`config.mk`:
```
export PLATFORM = sky130hd
export DESIGN_NAME = dmem_noc_req_ctrl
export DESIGN_NICKNAME = d
export VERILOG_FILES = /design/src/rtl/dmem_noc_req_ctrl_pkg.sv /design/src/rtl/dmem_noc_req_ctrl.sv
export SDC_FILE = /design/constraint.sdc
export NUM_CORES = 1
export LEC_CHECK = 0
export CAP_MARGIN = 0
export CELL_PAD_IN_SITES_DETAIL_PLACEMENT = 1
export CELL_PAD_IN_SITES_GLOBAL_PLACEMENT = 2
export CORE_UTILIZATION = 25
export CTS_BUF_LIST = sky130_fd_sc_hd__clkbuf_8
export CTS_CLUSTER_DIAMETER = 60
export DETAILED_ROUTE_END_ITERATION = 12
export PLACE_DENSITY_LB_ADDON = 0.1
export RECOVER_POWER = 50
export SLEW_MARGIN = 20
export SYNTH_ARGS = -nofsm -noshare
export SYNTH_HDL_FRONTEND = slang
export SYNTH_SLANG_ARGS = --single-unit
```
`constraint.sdc`:
```
create_clock -name clk -period 3.2 [get_ports clk]
set_input_delay 0.64 -clock clk [delete_from_list [all_inputs] [get_ports clk]]
set_output_delay 0.64 -clock clk [all_outputs]
set_load 0.005 [all_outputs]
```
`src/rtl/dmem_noc_req_ctrl_pkg.sv`:
```
// rtl/dmem_noc_req_ctrl_pkg.sv - SCR1 data-memory interface types used by the NoC request bridge
package dmem_noc_req_ctrl_pkg;

    typedef enum logic {
        SCR1_MEM_CMD_RD = 1'b0,
        SCR1_MEM_CMD_WR = 1'b1
    } type_scr1_mem_cmd_e;

    typedef enum logic [1:0] {
        SCR1_MEM_WIDTH_BYTE  = 2'b00,
        SCR1_MEM_WIDTH_HWORD = 2'b01,
        SCR1_MEM_WIDTH_WORD  = 2'b10
    } type_scr1_mem_width_e;

    typedef enum logic [1:0] {
        SCR1_MEM_RESP_NOTRDY = 2'b00,
        SCR1_MEM_RESP_RDY_OK = 2'b01,
        SCR1_MEM_RESP_RDY_ER = 2'b10
    } type_scr1_mem_resp_e;

endpackage

```
`src/rtl/dmem_noc_req_ctrl.sv`:
```
// rtl/dmem_noc_req_ctrl.sv - LSU dmem port to NoC request/response bridge (optional DMEM_NOC_POSTED_WRITE_EN)
module dmem_noc_req_ctrl
    import dmem_noc_req_ctrl_pkg::*;
#(
    parameter int NODE_ID         = 0,
    parameter int NODE_COUNT      = 9,
    parameter int PACKET_ID_WIDTH = 5,
    parameter int NODE_SEL_LSB    = 28,
    parameter int TIMEOUT_CYCLES  = 1024,
    localparam int NW             = $clog2(NODE_COUNT)
) (
    input  logic                       clk,
    input  logic                       rst,
    input  logic                       lsu2dmem_req_i,
    input  type_scr1_mem_cmd_e         lsu2dmem_cmd_i,
    input  type_scr1_mem_width_e       lsu2dmem_width_i,
    input  logic [31:0]                lsu2dmem_addr_i,
    input  logic [31:0]                lsu2dmem_wdata_i,
    output logic                       dmem2lsu_req_ack_o,
    output logic [31:0]                dmem2lsu_rdata_o,
    output type_scr1_mem_resp_e        dmem2lsu_resp_o,
    output logic [66:0]                pkt_out_o,
    output logic [NW-1:0]              node_dest_o,
    output logic [PACKET_ID_WIDTH-1:0] packet_id_o,
    output logic                       pkt_valid_o,
    input  logic                       pkt_ready_i,
    input  logic                       rsp_valid_i,
    input  logic [32:0]                rsp_data_i,
    input  logic [NW-1:0]              rsp_node_i,
    input  logic [PACKET_ID_WIDTH-1:0] rsp_packet_id_i,
    output logic                       rsp_ready_o
);

    localparam int TW = (TIMEOUT_CYCLES > 1) ? $clog2(TIMEOUT_CYCLES) : 1;
    localparam logic [7:0] LP_REQ_ID = 8'(NODE_ID);

    typedef enum logic [1:0] {ST_IDLE, ST_SEND, ST_WAIT, ST_RESP} state_e;

    state_e                     r_state;
    state_e                     w_next;
    type_scr1_mem_cmd_e         r_cmd;
    type_scr1_mem_width_e       r_width;
    logic [31:0]                r_addr;
    logic [31:0]                r_wdata;
    logic [NW-1:0]              r_dest;
    logic [PACKET_ID_WIDTH-1:0] r_pkt_id;
    logic [PACKET_ID_WIDTH-1:0] r_issued_id;
    logic [TW-1:0]              r_timer;
    logic [7:0]                 r_stale_cnt;
    logic [31:0]                r_rdata;
    logic                       r_err;

    logic [NW-1:0] w_req_dest;
    logic          w_bad_node;
    logic          w_match;
    logic          w_stale;
    logic          w_expire;
    logic          w_posted;
    logic          w_unused;

    assign w_req_dest = lsu2dmem_addr_i[NODE_SEL_LSB +: NW];
    assign w_bad_node = ({{(32-NW){1'b0}}, w_req_dest} >= 32'(NODE_COUNT));
    assign w_match    = (r_state == ST_WAIT) && rsp_valid_i &&
                        (rsp_packet_id_i == r_issued_id) && (rsp_node_i == r_dest);
    assign w_stale    = (r_state == ST_WAIT) && rsp_valid_i && !w_match;
    assign w_expire   = (TIMEOUT_CYCLES != 0) && (r_timer == TW'(TIMEOUT_CYCLES - 1));

`ifdef DMEM_NOC_POSTED_WRITE_EN
    assign w_posted = (r_cmd == SCR1_MEM_CMD_WR);
`else
    assign w_posted = 1'b0;
`endif

    // Requester id and the stale statistic are observation-only in this payload format
    assign w_unused = ^{LP_REQ_ID, r_stale_cnt};

    assign pkt_out_o   = {r_cmd, r_width, r_addr, r_wdata};
    assign node_dest_o = r_dest;
    assign packet_id_o = r_pkt_id;

    // State register
    always_ff @(posedge clk) begin
        if (rst) r_state <= ST_IDLE;
        else     r_state <= w_next;
    end

    // Next-state: bad node skips the NoC, posted writes skip WAIT, match beats expiry
    always_comb begin
        w_next = r_state;
        case (r_state)
            ST_IDLE: if (lsu2dmem_req_i) w_next = w_bad_node ? ST_RESP : ST_SEND;
            ST_SEND: if (pkt_ready_i)    w_next = w_posted ? ST_RESP : ST_WAIT;
            ST_WAIT: if (w_match || w_expire) w_next = ST_RESP;
            default: w_next = ST_IDLE;
        endcase
    end

    // Outputs: LSU handshake, packet valid, response consume, one-cycle LSU response
    always_comb begin
        dmem2lsu_req_ack_o = 1'b0;
        pkt_valid_o        = 1'b0;
        rsp_ready_o        = 1'b0;
        dmem2lsu_resp_o    = SCR1_MEM_RESP_NOTRDY;
        dmem2lsu_rdata_o   = 32'h0;
        case (r_state)
            ST_IDLE: dmem2lsu_req_ack_o = lsu2dmem_req_i;
            ST_SEND: pkt_valid_o = 1'b1;
            ST_WAIT: rsp_ready_o = 1'b1;
            default: begin
                dmem2lsu_resp_o  = r_err ? SCR1_MEM_RESP_RDY_ER : SCR1_MEM_RESP_RDY_OK;
                dmem2lsu_rdata_o = (!r_err && r_cmd == SCR1_MEM_CMD_RD) ? r_rdata : 32'h0;
            end
        endcase
    end

    // Transaction datapath: request latch, id counter, watchdog, response capture
    always_ff @(posedge clk) begin
        if (rst) begin
            r_cmd       <= SCR1_MEM_CMD_RD;
            r_width     <= SCR1_MEM_WIDTH_BYTE;
            r_addr      <= 32'h0;
            r_wdata     <= 32'h0;
            r_dest      <= '0;
            r_pkt_id    <= '0;
            r_issued_id <= '0;
            r_timer     <= '0;
            r_stale_cnt <= 8'h0;
            r_rdata     <= 32'h0;
            r_err       <= 1'b0;
        end else begin
            case (r_state)
                ST_IDLE: begin
                    if (lsu2dmem_req_i) begin
                        r_err   <= w_bad_node;
                        r_rdata <= 32'h0;
                        if (!w_bad_node) begin
                            r_cmd   <= lsu2dmem_cmd_i;
                            r_width <= lsu2dmem_width_i;
                            r_addr  <= lsu2dmem_addr_i;
                            r_wdata <= lsu2dmem_wdata_i;
                            r_dest  <= w_req_dest;
                        end
                    end
                end
                ST_SEND: begin
                    if (pkt_ready_i) begin
                        r_issued_id <= r_pkt_id;
                        r_pkt_id    <= r_pkt_id + 1'b1;
                        r_timer     <= '0;
                    end
                end
                ST_WAIT: begin
                    r_timer <= r_timer + 1'b1;
                    if (w_match) begin
                        r_rdata <= rsp_data_i[31:0];
                        r_err   <= rsp_data_i[32];
                    end else if (w_expire) begin
                        r_err <= 1'b1;
                    end
                    if (w_stale && r_stale_cnt != 8'hFF) r_stale_cnt <= r_stale_cnt + 8'h1;
                end
                default: ;
            endcase
        end
    end

endmodule

```
# Yosys cells after proc, flatten, opt, wreduce, memory -nomap -nowiden
# Index checks and enable logic that the tools add are counted.
dict set report classes {
  n_addsub 2
  n_mul 0
  div 0
  n_lt_le_gt_ge 1
  eq_ne 10
  n_shift 0
  mux 21
  bitwise_logic 2
  n_reduce_logical 16
}
# cell n
set op_table {}
lappend op_table {{32-bit 2-to-1 mux} 4}
lappend op_table {{32-bit one-hot mux with 2 select lines} 1}
lappend op_table {{10-bit one-hot mux with 2 select lines} 1}
lappend op_table {{2-bit 2-to-1 mux} 6}
lappend op_table {{3-bit AND reduction} 4}
lappend op_table {{10-bit by 1-bit adder with 10-bit output (second input constant)} 1}
lappend op_table {{10-bit equality test (second input constant)} 1}
lappend op_table {{10-bit 2-to-1 mux} 1}
lappend op_table {{1-bit 2-to-1 mux} 6}
lappend op_table {{2-bit inequality test (second input constant)} 3}
lappend op_table {{2-bit one-hot mux with 3 select lines} 1}
lappend op_table {{5-bit by 1-bit adder with 5-bit output (second input constant)} 1}
lappend op_table {{5-bit equality test} 1}
lappend op_table {{4-bit equality test} 1}
lappend op_table {{4-bit greater-or-equal comparator (second input constant)} 1}
lappend op_table {{1-bit logical AND} 4}
lappend op_table {{2-bit AND reduction} 2}
lappend op_table {{2-bit nonzero test} 2}
lappend op_table {{3-bit inequality test (second input constant)} 1}
lappend op_table {{3-bit OR reduction} 1}
lappend op_table {{2-bit by 1-bit equality test with 1-bit output (second input constant)} 1}
lappend op_table {{2-bit equality test (second input constant)} 1}
lappend op_table {{2-bit logical NOT} 1}
lappend op_table {{2-bit by 1-bit inequality test with 1-bit output (second input constant)} 1}
lappend op_table {{other kinds (4)} 5}
dict set report totals {
  reg_bits 126
  latch_bits 0
  mem_bits_rw 0
  romBits 0
  inputBits 114
  output_inout_bits 113
  word_cells 63
  memories 0
}

# Logic depth before layout (Yosys ltp)
dict set report depth {
  ltp_word 7
  depth_mapped 9
  ltp_nobuf 7
}

# Worst setup path before layout
# Ideal clock, no wire load.
dict set report synth_path {
  kind {input to register}
  startpoint {input port rsp_packet_id_i[1]}
  endpoint {register r_state[1]}
  setup_time_ns 0.123
  t_arrival_ns 2.062
  required_ns 3.077
  setup_slack_ns 1.015
  path_stages 5
  n_path_buf 0
  path_cell_list {xnor2_1 > nand4_1 > or4b_4 > a221oi_4 > mux2_1}
}
dict set report synth_between {
  elab_chain_cells 6
}
# item line_no
set synth_lines {}
lappend synth_lines {{from (decl)} dmem_noc_req_ctrl.sv:30} ;# input logic [PACKET_ID_WIDTH-1:0] rsp_packet_id_i,
lappend synth_lines {{5-bit equality test} dmem_noc_req_ctrl.sv:64} ;# (rsp_packet_id_i == r_issued_id) && (rsp_node_i == r_dest);
lappend synth_lines {{1-bit logical AND} dmem_noc_req_ctrl.sv:63} ;# assign w_match = (r_state == ST_WAIT) && rsp_valid_i &&
lappend synth_lines {{1-bit logical AND} dmem_noc_req_ctrl.sv:64}
lappend synth_lines {{1-bit logical OR} dmem_noc_req_ctrl.sv:93} ;# ST_WAIT: if (w_match || w_expire) w_next = ST_RESP;
lappend synth_lines {{2-bit by 1-bit inequality test with 1-bit output (no source line)} n/a}
lappend synth_lines {{3-bit AND reduction (no source line)} n/a}
lappend synth_lines {{to (signal assigned)} dmem_noc_req_ctrl.sv:84} ;# else r_state <= w_next;
lappend synth_lines {{to (decl)} dmem_noc_req_ctrl.sv:39} ;# state_e r_state;
# Every way passes these cells.
# A chain may end at the register's enable or synchronous reset.

# Final worst setup path
dict set report layout_path {
  startpoint {register r_state[0]}
  endpoint {output port dmem2lsu_rdata_o[15]}
}
dict set report layout_between {
  elab_chain_cells 3
  word_cells_on_any_way 5
  cone_classes {eq/ne: 2; mux: 1; reduce/logical: 2}
}
# item line_no
set layout_lines {}
lappend layout_lines {{2-bit equality test (tied with other cells)} dmem_noc_req_ctrl.sv:105} ;# case (r_state)
lappend layout_lines {{3-bit OR reduction (no source line) (*)} n/a}
lappend layout_lines {{32-bit 2-to-1 mux (*)} dmem_noc_req_ctrl.sv:105}
lappend layout_lines {{to (decl)} dmem_noc_req_ctrl.sv:20} ;# output logic [31:0] dmem2lsu_rdata_o,
# Every way passes the cells marked *; elsewhere a longest branch is shown, timed or not.

==> qor.yml <==
min_period_ns: 3.06
hpwl_mm: 12.0
io_buffers: 226
grt_usage_pct: 16.3
rows: 51
cts_tree: "yes"
rrSetupSlack_ns: 0.57
wl_per_cell_um: 15.4
grt_pass1_wl_mm: 26.0
drc_errors: 0
pre_cts_ws_ns: 0.430
utilization_pct: 40.8
setup_tns_ns: 0
cp_num_buf_inv: 2
crit_end: "dmem2lsu_rdata_o[15]"
seq_area_frac_synth_pct: 48.1
vias_per_cell: 4.45
end_kind: "output port"
hold_class: "register to register"
fmax_mhz: 327
crit_arrival_ns: 2.42
syn_inst: 623
synth_seq_cells: 122
cp_num_cells: 6
die_area_um2: 20900
grt_pass1_vias: 5042
final_nets: 949
critPathSlowestCell: "clkdlybuf4s50_1"
max-clock-path-buffers: 2
rsz0062_at_grt: "yes"
synth_warnings: 0
rr_startpoint: "r_state[0]"
syn_nets: 743
initial_core_util_pct: 25.8
outcome: "complete, no violations"
die_w_um: 145
path_clk_slew_ns: 0.08
clk_latency_ns: 0.43
setup_slack_ns: 0.141
antenna_found_initial: 0
finClkSkew_ns: 0.0132
cts_root_buf: "clkbuf_8"
whs_path_depth: 2
grt-ovfl-total: 0
synth_edf_count: 0
setup_violations: 0
cts_setup_buffers: 0
cp_top_family: "buffers and inverters"
synthToLayoutAreaGrowth_pct: 58.4
rr_worst_depth: 8
crit_start: "r_state[0]"
post_dp_cell_area_um2: 7570
crit_fanout: 16
crit_path_start_kind: "register"
netlist_area_um2: 5080
criticalPathCategory: "register to output port"
drt-initial-drc-count: 162
async_flop_share_pct: 0
htreeDepth: 4
power_density_nw_per_um2: 543
ir_drop_v: 0.000215
routed_wl_mm: 17.1
clock_sink_count: 122
ys_types: 34
syn-mean-instance-area_um2: 8.16
die_h_um: 145
hold_viol: 0
fin_crit_sh_pct: 95.6
required_ns: 2.56
path_cells: "ha_1, nor2b_2, nor2b_2, buf_4, and2_1, clkdlybuf4s50_1"
place_congestion: 0.751
cp_common_cell: "nor2b_2"
drv_cap: 0
ant_nets: 0
dr.pass1.iters: 4
grt_max_degree: 88
ios: 227
holdBufCountCts: 0
power.leakage_nw: 3.01
reg2reg_to: "r_wdata[1]"
route.vias.total: 4926
slew_headroom_pct: 6.57
drive_gt1_share_pct: 5.70
critPathMaxStageDelay_ns: 0.52
slew_violations: 0
synthFlopType: "dfxtp_1"
worstMarginPinSlew_ns: 1.40
cts_buffers: 17
core-area_um2: 19700
design_area_um2: 8050
-- worst register-to-register path: cells and delay by family, from the launching register on --
family | cells | cell delay, ns
AOI/OAI and AO/OA | 1 | 0.18
adders and majority gates | 1 | 0.29
buffers and inverters | 3 | 1.19
DFF | 1 | 0.38
and+or+nand+nor | 3 | 0.51
-- layout make-up --
cell class | count | area, um2
Fill cell | 2291 | 11700
Sequential cell | 122 | 2440
Timing Repair Buffer | 234 | 2360
Multi-Input combinational cell | 416 | 2300
Tap cell | 265 | 332
Clock buffer | 18 | 248
Clock inverter | 14 | 221
Inverter | 38 | 143
Antenna cell | 1 | 2.50
-- logic make-up (layout without fill, tap and decap cells) --
logic type	Yosys count	after routing	share of synthesized area (%)
other	0	1	0
flip-flops	122	122	48.1
AND/OR/NAND/NOR	271	271	24.9
AO/OA/AOI/OAI	115	115	14.4
XOR/XNOR	22	22	3.79
buffers and inverters	85	304	6.89
multiplexers	2	2	0.419
adder cells (fa/ha/maj)	6	6	1.48
-- Yosys cell counts (2+ instances only) --
cell        n  area, um2
xnor2_1    11       96.3
xor2_1     11       96.3
nand2_1   145        544
ha_1        6       75.1
nand3_1    17       85.1
nor2_1     20       75.1
inv_1      38        143
and2_1     33        206
buf_1       2       7.51
o32ai_1    32        280
dfxtp_1   122       2440
clkbuf_1   36        135
nand2b_1   35        219
buf_4       8       60.1
o21ai_0     3       15.0
a21oi_1    74        370
nor2b_1     4       25.0
nor3_1      6       30.0
nand4_1     5       31.3
-- power breakdown --
part / total [mW] / switching (mW) / internal [mW]
clock: 1.62 / 0.664 / 0.952
combinational: 1.04 / 0.549 / 0.490
sequential: 1.72 / 0.0776 / 1.64
-- registers in the layout, summed over array words and instances (netlist names) --
name         cells
packet_id_o      5
r_addr          32
r_cmd            1
r_err            1
r_issued_id      5
r_rdata         32
r_state          2
r_timer         10
r_wdata         32
r_width          2
-- layer usage --
| layer | share of wire [%] | GRT usage (%) |
|---|---|---|
| met1 | 40 | 18.2 |
| met5 | 0 | 0 |
| met4 | 1.6 | 6.20 |
| met2 | 49 | 27.0 |
| met3 | 9.7 | 7.42 |
-- through the flow --
stage | hold WS, ns | instances | power [mW]
floorplan | 0.448 | 623 | 2.27
global placement | 0.442 | 1074 | 2.82
CTS | 0.457 | 1106 | 4.49
global route | 0.474 | 1107 | 4.63
detailed placement | 0.448 | 1074 | 2.84
finish | 0.454 | 1108 | 4.38
-- what timing repair did --
action	CTS	global route
cloned	0	1
gates resized for setup	1	4
hold endpoints to repair	0	0
endpoints found under the setup margin	32	32
-- worst min-delay path by stage --
stage,start,slack (ns),end
3_3_place_gp,r_wdata[11],0.44,r_wdata[11]
2_1_floorplan,r_rdata[10],0.45,r_rdata[10]
5_1_grt,r_wdata[16],0.47,r_wdata[16]
6_report,r_wdata[8],0.45,r_wdata[8]
3_5_place_dp,r_wdata[19],0.45,r_wdata[19]
4_1_cts,r_wdata[19],0.46,r_wdata[19]
-- cells in the final DEF, fill, tap and decap left out, types with 2 or more instances in the layout --
cell             synthesis  layout
clkdlybuf4s50_1          0     148
nand2_1                145     144
dfxtp_1                122     122
dlygate4sd3_1            0      77
a21oi_1                 74      74
inv_1                   38      38
nand2b_1                35      35
and2_1                  33      33
o32ai_1                 32      32
nor2_1                  20      19
clkbuf_8                 0      18
nand3_1                 17      17
xnor2_1                 11      11
xor2_1                  11      11
nor3_1                   6       6
ha_1                     6       6
nand4_1                  5       5
bufinv_16                0       5
clkinv_4                 0       5
buf_4                    8       4
o21ai_0                  3       3
clkinvlp_4               0       3
buf_12                   0       3
nor2b_2                  0       2
nor2b_1                  4       2
Note: power is estimated with default switching activity, not from simulation.
